### config.mk
export PLATFORM = sky130hd
export DESIGN_NAME = gty_quad_reset_sequencer
export DESIGN_NICKNAME = d
export VERILOG_FILES = /design/src/rtl/gty_quad_reset_sequencer.sv
export SDC_FILE = /design/constraint.sdc
export NUM_CORES = 1
export LEC_CHECK = 0
export BUFFER_PORTS_ARGS = -buffer_cell sky130_fd_sc_hd__buf_2
export CAP_MARGIN = 20
export CORE_UTILIZATION = 45
export DETAILED_ROUTE_END_ITERATION = 8
export GPL_TIMING_DRIVEN = 0
export PLACE_DENSITY = 0.63
export SETUP_SLACK_MARGIN = 0.05
export SLEW_MARGIN = 10
export SYNTH_ARGS = -nofsm -noshare
export SYNTH_HDL_FRONTEND = slang
export SYNTH_SLANG_ARGS = --single-unit
### constraint.sdc
create_clock -name clk -period 5 [get_ports clk]
set_clock_uncertainty 0.1 [all_clocks]
set_input_delay 0.5 -clock clk [delete_from_list [all_inputs] [get_ports clk]]
set_output_delay 0.5 -clock clk [all_outputs]
set_load 0.01 [all_outputs]
### src/rtl/gty_quad_reset_sequencer.sv
// Serial QPLL -> TX -> RX reset bring-up for NUM_QUADS GTY quads with per-phase timeouts.
// Optional: define GTY_SEQ_RETRY_EN to retry a timed-out quad up to three times before flagging it.
module gty_quad_reset_sequencer #(
    parameter int NUM_QUADS      = 2,
    parameter int CH_PER_QUAD    = 4,
    parameter int RESET_PULSE    = 16,
    parameter int TIMEOUT_CYCLES = 1000000
) (
    input  logic                             clk,
    input  logic                             rst_n,
    input  logic                             start_i,
    input  logic [NUM_QUADS-1:0]             qpll_lock_i,
    input  logic [NUM_QUADS*CH_PER_QUAD-1:0] tx_resetdone_i,
    input  logic [NUM_QUADS*CH_PER_QUAD-1:0] rx_resetdone_i,
    output logic [NUM_QUADS-1:0]             qpll_reset_o,
    output logic [NUM_QUADS-1:0]             gttxreset_o,
    output logic [NUM_QUADS-1:0]             gtrxreset_o,
    output logic                             busy_o,
    output logic                             done_o,
    output logic                             fail_o,
    output logic [NUM_QUADS-1:0]             fail_quad_o
);

    localparam int NCH     = NUM_QUADS * CH_PER_QUAD;
    localparam int IDX_W   = (NUM_QUADS > 1) ? $clog2(NUM_QUADS) : 1;
    localparam int CNT_MAX = (TIMEOUT_CYCLES > RESET_PULSE) ? TIMEOUT_CYCLES : RESET_PULSE;
    localparam int CNT_W   = $clog2(CNT_MAX + 1);

    localparam logic [IDX_W-1:0] LAST_IDX  = IDX_W'(NUM_QUADS - 1);
    localparam logic [CNT_W-1:0] PULSE_END = CNT_W'(RESET_PULSE - 1);
    localparam logic [CNT_W-1:0] WAIT_END  = CNT_W'(TIMEOUT_CYCLES - 1);

    typedef enum logic [3:0] {
        IDLE, PLL_RST, PLL_WAIT, TX_RST, TX_WAIT, RX_RST, RX_WAIT, NEXT, DONE
    } state_t;

    state_t               state, next_state;
    logic [CNT_W-1:0]     cnt;
    logic [IDX_W-1:0]     idx, next_idx;
    logic [NUM_QUADS-1:0] next_sel, fail_set;
    logic                 start_acc, done_set, done_clr, timeout, retry_ok;
    logic                 counting, pulse_end, wait_end;

    logic [NUM_QUADS-1:0] lock_meta, lock_sync;
    logic [NCH-1:0]       tx_meta, tx_sync, rx_meta, rx_sync;
    logic [NUM_QUADS-1:0] tx_ready, rx_ready;

    // NOTE: every clocked process uses <= so all flops sample pre-edge values, as hardware does.
    always_ff @(posedge clk or negedge rst_n) begin
        if (!rst_n) begin
            lock_meta <= '0;
            lock_sync <= '0;
            tx_meta   <= '0;
            tx_sync   <= '0;
            rx_meta   <= '0;
            rx_sync   <= '0;
        end else begin
            lock_meta <= qpll_lock_i;
            lock_sync <= lock_meta;
            tx_meta   <= tx_resetdone_i;
            tx_sync   <= tx_meta;
            rx_meta   <= rx_resetdone_i;
            rx_sync   <= rx_meta;
        end
    end

    always_comb begin
        for (int q = 0; q < NUM_QUADS; q++) begin
            tx_ready[q] = &tx_sync[q*CH_PER_QUAD +: CH_PER_QUAD];
            rx_ready[q] = &rx_sync[q*CH_PER_QUAD +: CH_PER_QUAD];
        end
    end

`ifdef GTY_SEQ_RETRY_EN
    logic [1:0] retry_cnt;

    assign retry_ok = (retry_cnt != 2'd3);

    // Shared by all quads: quads run serially and the count restarts on NEXT.
    always_ff @(posedge clk or negedge rst_n) begin
        if (!rst_n)
            retry_cnt <= '0;
        else if (start_acc || state == NEXT)
            retry_cnt <= '0;
        else if (timeout && retry_ok)
            retry_cnt <= retry_cnt + 1'b1;
    end
`else
    assign retry_ok = 1'b0;
`endif

    assign counting  = state inside {PLL_RST, PLL_WAIT, TX_RST, TX_WAIT, RX_RST, RX_WAIT};
    assign pulse_end = (cnt == PULSE_END);
    assign wait_end  = (cnt == WAIT_END);

    always_ff @(posedge clk or negedge rst_n) begin
        if (!rst_n) state <= IDLE;
        else        state <= next_state;
    end

    // NOTE: every output of this block gets a default first, so no path leaves one unassigned (no latch).
    always_comb begin
        next_state = state;
        next_idx   = idx;
        fail_set   = '0;
        start_acc  = 1'b0;
        done_set   = 1'b0;
        done_clr   = 1'b0;
        timeout    = 1'b0;

        unique case (state)
            IDLE: if (start_i) begin
                next_state = PLL_RST;
                next_idx   = '0;
                start_acc  = 1'b1;
            end
            PLL_RST:  if (pulse_end) next_state = PLL_WAIT;
            PLL_WAIT: if (lock_sync[idx]) next_state = TX_RST;
                      else if (wait_end)  timeout = 1'b1;
            TX_RST:   if (pulse_end) next_state = TX_WAIT;
            TX_WAIT:  if (tx_ready[idx]) next_state = RX_RST;
                      else if (wait_end) timeout = 1'b1;
            RX_RST:   if (pulse_end) next_state = RX_WAIT;
            RX_WAIT:  if (rx_ready[idx]) next_state = NEXT;
                      else if (wait_end) timeout = 1'b1;
            NEXT: if (idx == LAST_IDX) begin
                next_state = DONE;
                done_set   = 1'b1;
            end else begin
                next_state = PLL_RST;
                next_idx   = idx + 1'b1;
            end
            DONE: if (start_i) begin
                next_state = PLL_RST;
                next_idx   = '0;
                start_acc  = 1'b1;
            end else begin
                // A quad that came up cleanly but has since lost lock is flagged; no re-run.
                fail_set = ~lock_sync & ~fail_quad_o;
                done_clr = |fail_set;
            end
            default: next_state = IDLE;
        endcase

        if (timeout) begin
            if (retry_ok) begin
                next_state = PLL_RST;
            end else begin
                next_state    = NEXT;
                fail_set[idx] = 1'b1;
            end
        end

        next_sel = NUM_QUADS'(1) << next_idx;
    end

    // Reset outputs are decoded from the next state so they line up exactly with the *_RST states.
    always_ff @(posedge clk or negedge rst_n) begin
        if (!rst_n) begin
            cnt          <= '0;
            idx          <= '0;
            fail_quad_o  <= '0;
            done_o       <= 1'b0;
            qpll_reset_o <= '1;
            gttxreset_o  <= '1;
            gtrxreset_o  <= '1;
        end else begin
            if (next_state != state) cnt <= '0;
            else if (counting)       cnt <= cnt + 1'b1;

            idx <= next_idx;

            if (start_acc) fail_quad_o <= '0;
            else           fail_quad_o <= fail_quad_o | fail_set;

            if (done_set)                   done_o <= 1'b1;
            else if (start_acc || done_clr) done_o <= 1'b0;

            qpll_reset_o <= (next_state == PLL_RST) ? next_sel : '0;
            gttxreset_o  <= (next_state == TX_RST)  ? next_sel : '0;
            gtrxreset_o  <= (next_state == RX_RST)  ? next_sel : '0;
        end
    end

    assign busy_o = !(state inside {IDLE, DONE});
    assign fail_o = (state == DONE) && (|fail_quad_o);

endmodule

; ---- Yosys cells after proc, flatten, opt, wreduce, memory -nomap -nowiden
; Cells that the tools add are included.
[totals]
word_cells = 97
regBits = 70
output_inout_bits = 11
input_bits = 21
[op_classes]
muxes = 43
bitwise_logic = 5
magnitude_cmp = 2
n_eq_ne = 14
reduce_logical = 16
shift = 1
addsub = 2
[op_table]
columns = op, count
row1 = $mux W20, 2
row2 = $mux W4, 9
row3 = $pmux W4 S8, 1
row4 = $mux W1, 21
row5 = $add A20 B1 Y20 const B, 1
row6 = $eq A20 B20 Y1 const B, 1
row7 = $eq A20 B4 Y1 const B, 1
row8 = $eq A4 B3 Y1 const B, 5
row9 = $reduce_and A4 Y1, 4
row10 = $mux W2, 7
row11 = $eq A4 B2 Y1 const B, 3
row12 = $eq A4 B1 Y1 const B, 2
row13 = $reduce_bool A2 Y1, 3
row14 = $reduce_bool A6 Y1, 1
row15 = $reduce_or A2 Y1, 3
row16 = $eq A4 B4 Y1 const B, 1
row17 = $logic_not A4 Y1, 1
row18 = $ne A4 B4 Y1, 1
row19 = $not A2 Y2, 2
row20 = $or A2 B2 Y2, 2
row21 = $pmux W1 S3, 1
row22 = $and A2 B2 Y2, 1
row23 = $logic_and A1 B1 Y1, 2
row24 = $lt A1 B2 Y1 const B, 1
row25 = 7 further kinds, 7

; ---- Logic depth before layout (Yosys ltp)
[logic_depth]
ltp_word = 8
mapped_depth = 8
depth_no_buf = 7

; ---- Least setup slack after synthesis
; No wires, ideal clock.
[synth_path]
kind = reg-to-reg
startpoint = register cnt[14]
endpoint = register qpll_reset_o[0]
stages_incl_launch_ff = 7
arrival_ps = 1816
required_ps = 4822
path_buffers = 0
slack_ps = 3006
path_cell_list = dfrtp_1 > or4b_4 > nor4b_4 > a21oi_1 > nor3b_4 > nor2_1 > and3_1
[synth_via]
elab_chain_len = 7
[synth_rtl]
columns = element, line_no
row1 = "start, declared", 38  ; logic [CNT_W-1:0] cnt;
row2 = "start signal, assigned", 169  ; else if (counting) cnt <= cnt + 1'b1;
row3 = $eq A20 B20 Y1, 94  ; assign wait_end = (cnt == WAIT_END);
row4 = $mux W1, "119, 122, 125"
row5 = $mux W1 (on tied branches), "124, 118, 121"
row6 = $pmux W1 S3, 111  ; unique case (state)
row7 = $mux W4 *, 145  ; if (timeout) begin
row8 = $eq A4 B1 Y1 *, 179  ; qpll_reset_o <= (next_state == PLL_RST) ? next_sel : '0;
row9 = $mux W2 *, 179
row10 = "end signal, assigned", 179
row11 = "end, declared", 15  ; output logic [NUM_QUADS-1:0] qpll_reset_o,
; Mark *: on every way between the ends. The rest lies on a longest branch, timed or not.
; A chain may end at the register's enable or synchronous reset.

; ---- Final worst setup path
[layout_path]
startpoint = register state[0]
endpoint = output port fail_o
[layout_via]
elab_chain_len = 2
[layout_rtl]
columns = element, line_no
row1 = "start, declared", 37  ; state_t state, next_state;
row2 = "start signal, assigned", 98  ; else state <= next_state;
row3 = $eq A4 B4 Y1, 186  ; assign fail_o = (state == DONE) && (|fail_quad_o);
row4 = $logic_and A1 B1 Y1, 186
row5 = "end, declared", 20  ; output logic fail_o,
; Every way passes these cells.

==> summary.txt <==
Status
  – Outcome: finished, final reports clean

Synthesis
  – YS warnings: 0
  – Netlist cell types: 44
  – Post-synthesis sequential area ratio: 0.627
  – Synth async-reset ratio: 1.00
  – Number of synthesized register bits: 70
  – Net Count, Synth: 266
  – Post-Syn Instances: 244
  – Mean area per synthesized cell: 11.5 µm²
  – Mapped cell area: 2810 µm²
  – Number of synthesized flops with an enable pin: 0
  – Ys flop type: dfrtp_1

Floorplanning
  – Starting Density: 0.471
  – Area of the core: 5960 µm²
  – Top Ports: 32
  – Overall die width: 81.0 µm
  – Die area: 6560 µm²
  – Die H: 81.0 µm
  – Placement row count: 28

Layout
  – Most frequent cells in the layout: 64 x dfrtp_1, 36 x nor2_1, 33 x buf_2
  – Commonest non-fill, non-tap cell in the layout: dfrtp_1
  – Synth-to-layout area growth: 18.7%
  – Fill count: 527
  – Share of post-route cells with drive strength above 1: 0.212
  – Inserted Diodes: 0
  – Final core utilization: 0.559
  – Nets: 310

Route
  – Initial DRC count: 162
  – Final WL: 4850 µm
  – DRC: 0
  – Final ANT Viol Nets: 0
  – Drt pass-1 iters: 4
  – DR WL/cell: 13.2 µm
  – Via density: 5.17
  – DR vias: 1899

Critical path
  – Crit start category: flip-flop
  – CP max-delay cell: nor3_1
  – Crit-path leading delay family: simple AND/OR/NAND/NOR gates
  – CP Capture Type: output port
  – Critical path class: flip-flop to output port
  – Critical Path RT: 4.40 ns
  – CP Data Arrival Time: 1.70 ns
  – CP max stage delay: 0.54 ns
  – CP cell instances: nor3_1 > inv_1 > nor2_1 > buf_2
  – CP bufs+invs: 2
  – Crit path max fanout: 8

Clock tree
  – Maximum root-to-sink buffer count: 2
  – Hold_buf cts: 1
  – CTS resizes: 0
  – CTS buffer count: 9
  – Post-CTS Setup Inserts: 0
  – Clock transition at the registers of the reported paths: 0.07 ns
  – CTS tree: built
  – Clock sinks: 70
  – Clk Latency, worst-skew pair: 0.34 ns
  – Root Buffer Master: clkbuf_8
  – # H-tree levels: 3

Timing
  – Sum Neg Setup Slack: 0 ns
  – Final setup margin: 2.70 ns
  – RSZ-0062 raised after global routing: false
  – F_max: 435 MHz
  – Fin crit share: 0.460
  – Fin Hold WS: 0.161 ns
  – Final setup fails: 0
  – Worst slew margin: 0.586
  – Min Tclk post-route: 2.30 ns
  – Worst-Margin Slew: 0.615 ns
  – Fin. max-slew vios: 0
  – Hold Violations, Final: 0

Power and ir drop
  – Overall power: 0.00150 W
  – Power Dens Cells: 450 nW/µm²
  – Leakage: 1.55 nW
  – Peak VDD IR: 0.000297 V

Placed design
  – Port buffer count: 31
  – Place WS: 2.80 ns
  – Gpl congestion: 0.843
  – Post-DP HPWL: 3430 µm

Global route
  – Global route overflow: 0
  – Vias in the first global route: 1827
  – Largest net degree at the start of global routing: 50
  – First-pass GRT wire length: 8520 µm
  – Initial antenna violation count: 0
  – GR Util All Layers: 0.177

Run
  – Max-cap violations: 0

Min path
  – Worst hold path class: input pin to flip-flop
## logic make-up (layout without fill, tap and decap cells)
| kind of cell | after synthesis | in the layout | share of synthesized area |
|---|---|---|---|
| AND/OR/NAND/NOR | 118 | 118 | 0.231 |
| flip-flops | 70 | 70 | 0.627 |
| AO/OA/AOI/OAI | 23 | 23 | 0.0526 |
| XOR/XNOR | 19 | 19 | 0.0593 |
| buffers and inverters | 11 | 59 | 0.0187 |
| multiplexers | 2 | 2 | 0.00713 |
| adder cells (fa/ha/maj) | 1 | 1 | 0.00446 |
## stage by stage
step / instance area [µm²] / instances
after floorplan: 2810 / 244
after global placement: 3060 / 350
after detailed placement: 3090 / 351
after CTS: 3330 / 367
after global routing: 3330 / 367
final: 3330 / 367
## per-layer routing
| metal | vias to the layer above | part of all wire | track usage |
|---|---|---|---|
| met3 | 11 | 0.041 | 0.0438 |
| li1 | 942 | - | - |
| met2 | 45 | 0.45 | 0.261 |
| met5 | - | 0 | 0 |
| met1 | 901 | 0.48 | 0.240 |
| met4 | 0 | 0.026 | 0.0964 |
## synthesized netlist by cell type, types with 2 or more instances
| library cell | n | area (µm²) |
|---|---|---|
| or3_1 | 3 | 18.8 |
| clkbuf_1 | 4 | 15.0 |
| dfrtp_1 | 64 | 1600 |
| a31oi_1 | 4 | 25.0 |
| and3b_1 | 2 | 17.5 |
| and2_1 | 3 | 18.8 |
| xor2_1 | 13 | 114 |
| inv_1 | 3 | 11.3 |
| nand2b_1 | 2 | 12.5 |
| nand3b_1 | 2 | 15.0 |
| nand3_1 | 6 | 30.0 |
| o22ai_1 | 3 | 18.8 |
| o21ai_0 | 6 | 30.0 |
| nand4_1 | 7 | 43.8 |
| a21oi_1 | 3 | 15.0 |
| nand2_1 | 23 | 86.3 |
| or4b_1 | 2 | 20.0 |
| buf_2 | 3 | 15.0 |
| nand4b_1 | 2 | 17.5 |
| dfstp_2 | 6 | 158 |
| nor2b_1 | 3 | 18.8 |
| xnor2_1 | 6 | 52.6 |
| and3_1 | 8 | 50.1 |
| mux2i_1 | 2 | 20.0 |
| nor2_1 | 36 | 135 |
| nor3_1 | 5 | 25.0 |
| nor4_1 | 6 | 37.5 |
## power breakdown
part           internal (W)  total [W]  switching [W]
clock network      0.000328   0.000537       0.000209
registers          0.000630   0.000667      0.0000375
logic              0.000125   0.000295       0.000170
total               0.00108    0.00150       0.000416
## sequential cells by signal, summed over array words and instances, names as in the netlist, 2 cells and up
signal / flops
gtrxreset_o: 2
state: 4
tx_sync: 8
rx_sync: 8
tx_meta: 8
gttxreset_o: 2
rx_meta: 8
fail_quad_o: 2
lock_meta: 2
qpll_reset_o: 2
lock_sync: 2
cnt: 20
## final timing paths
check	endpoint	cells past startpoint	from	slack, ns
min	rx_meta[1]	1	rx_resetdone_i[1]	0.16
min in group asynchronous	cnt[19]	2	rst_n	0.49
max	fail_o	4	state[0]	2.70
min reg2reg	lock_sync[1]	0	lock_meta[1]	0.25
max in group asynchronous	gttxreset_o[0]	3	rst_n	3.75
max reg2reg	cnt[5]	7	state[1]	2.79
## layout make-up
cell class | count | area [µm²] | share of cell area
Buffer | 8 | 41.3 | 0.0124
Clock buffer | 9 | 124 | 0.0372
Clock inverter | 6 | 111 | 0.0334
Inverter | 3 | 11.3 | 0.00338
Multi-Input combinational cell | 163 | 995 | 0.299
Sequential cell | 70 | 1760 | 0.528
Tap cell | 75 | 93.8 | 0.0282
Timing Repair Buffer | 33 | 195 | 0.0586
Note: power is estimated with default switching activity, not from simulation.
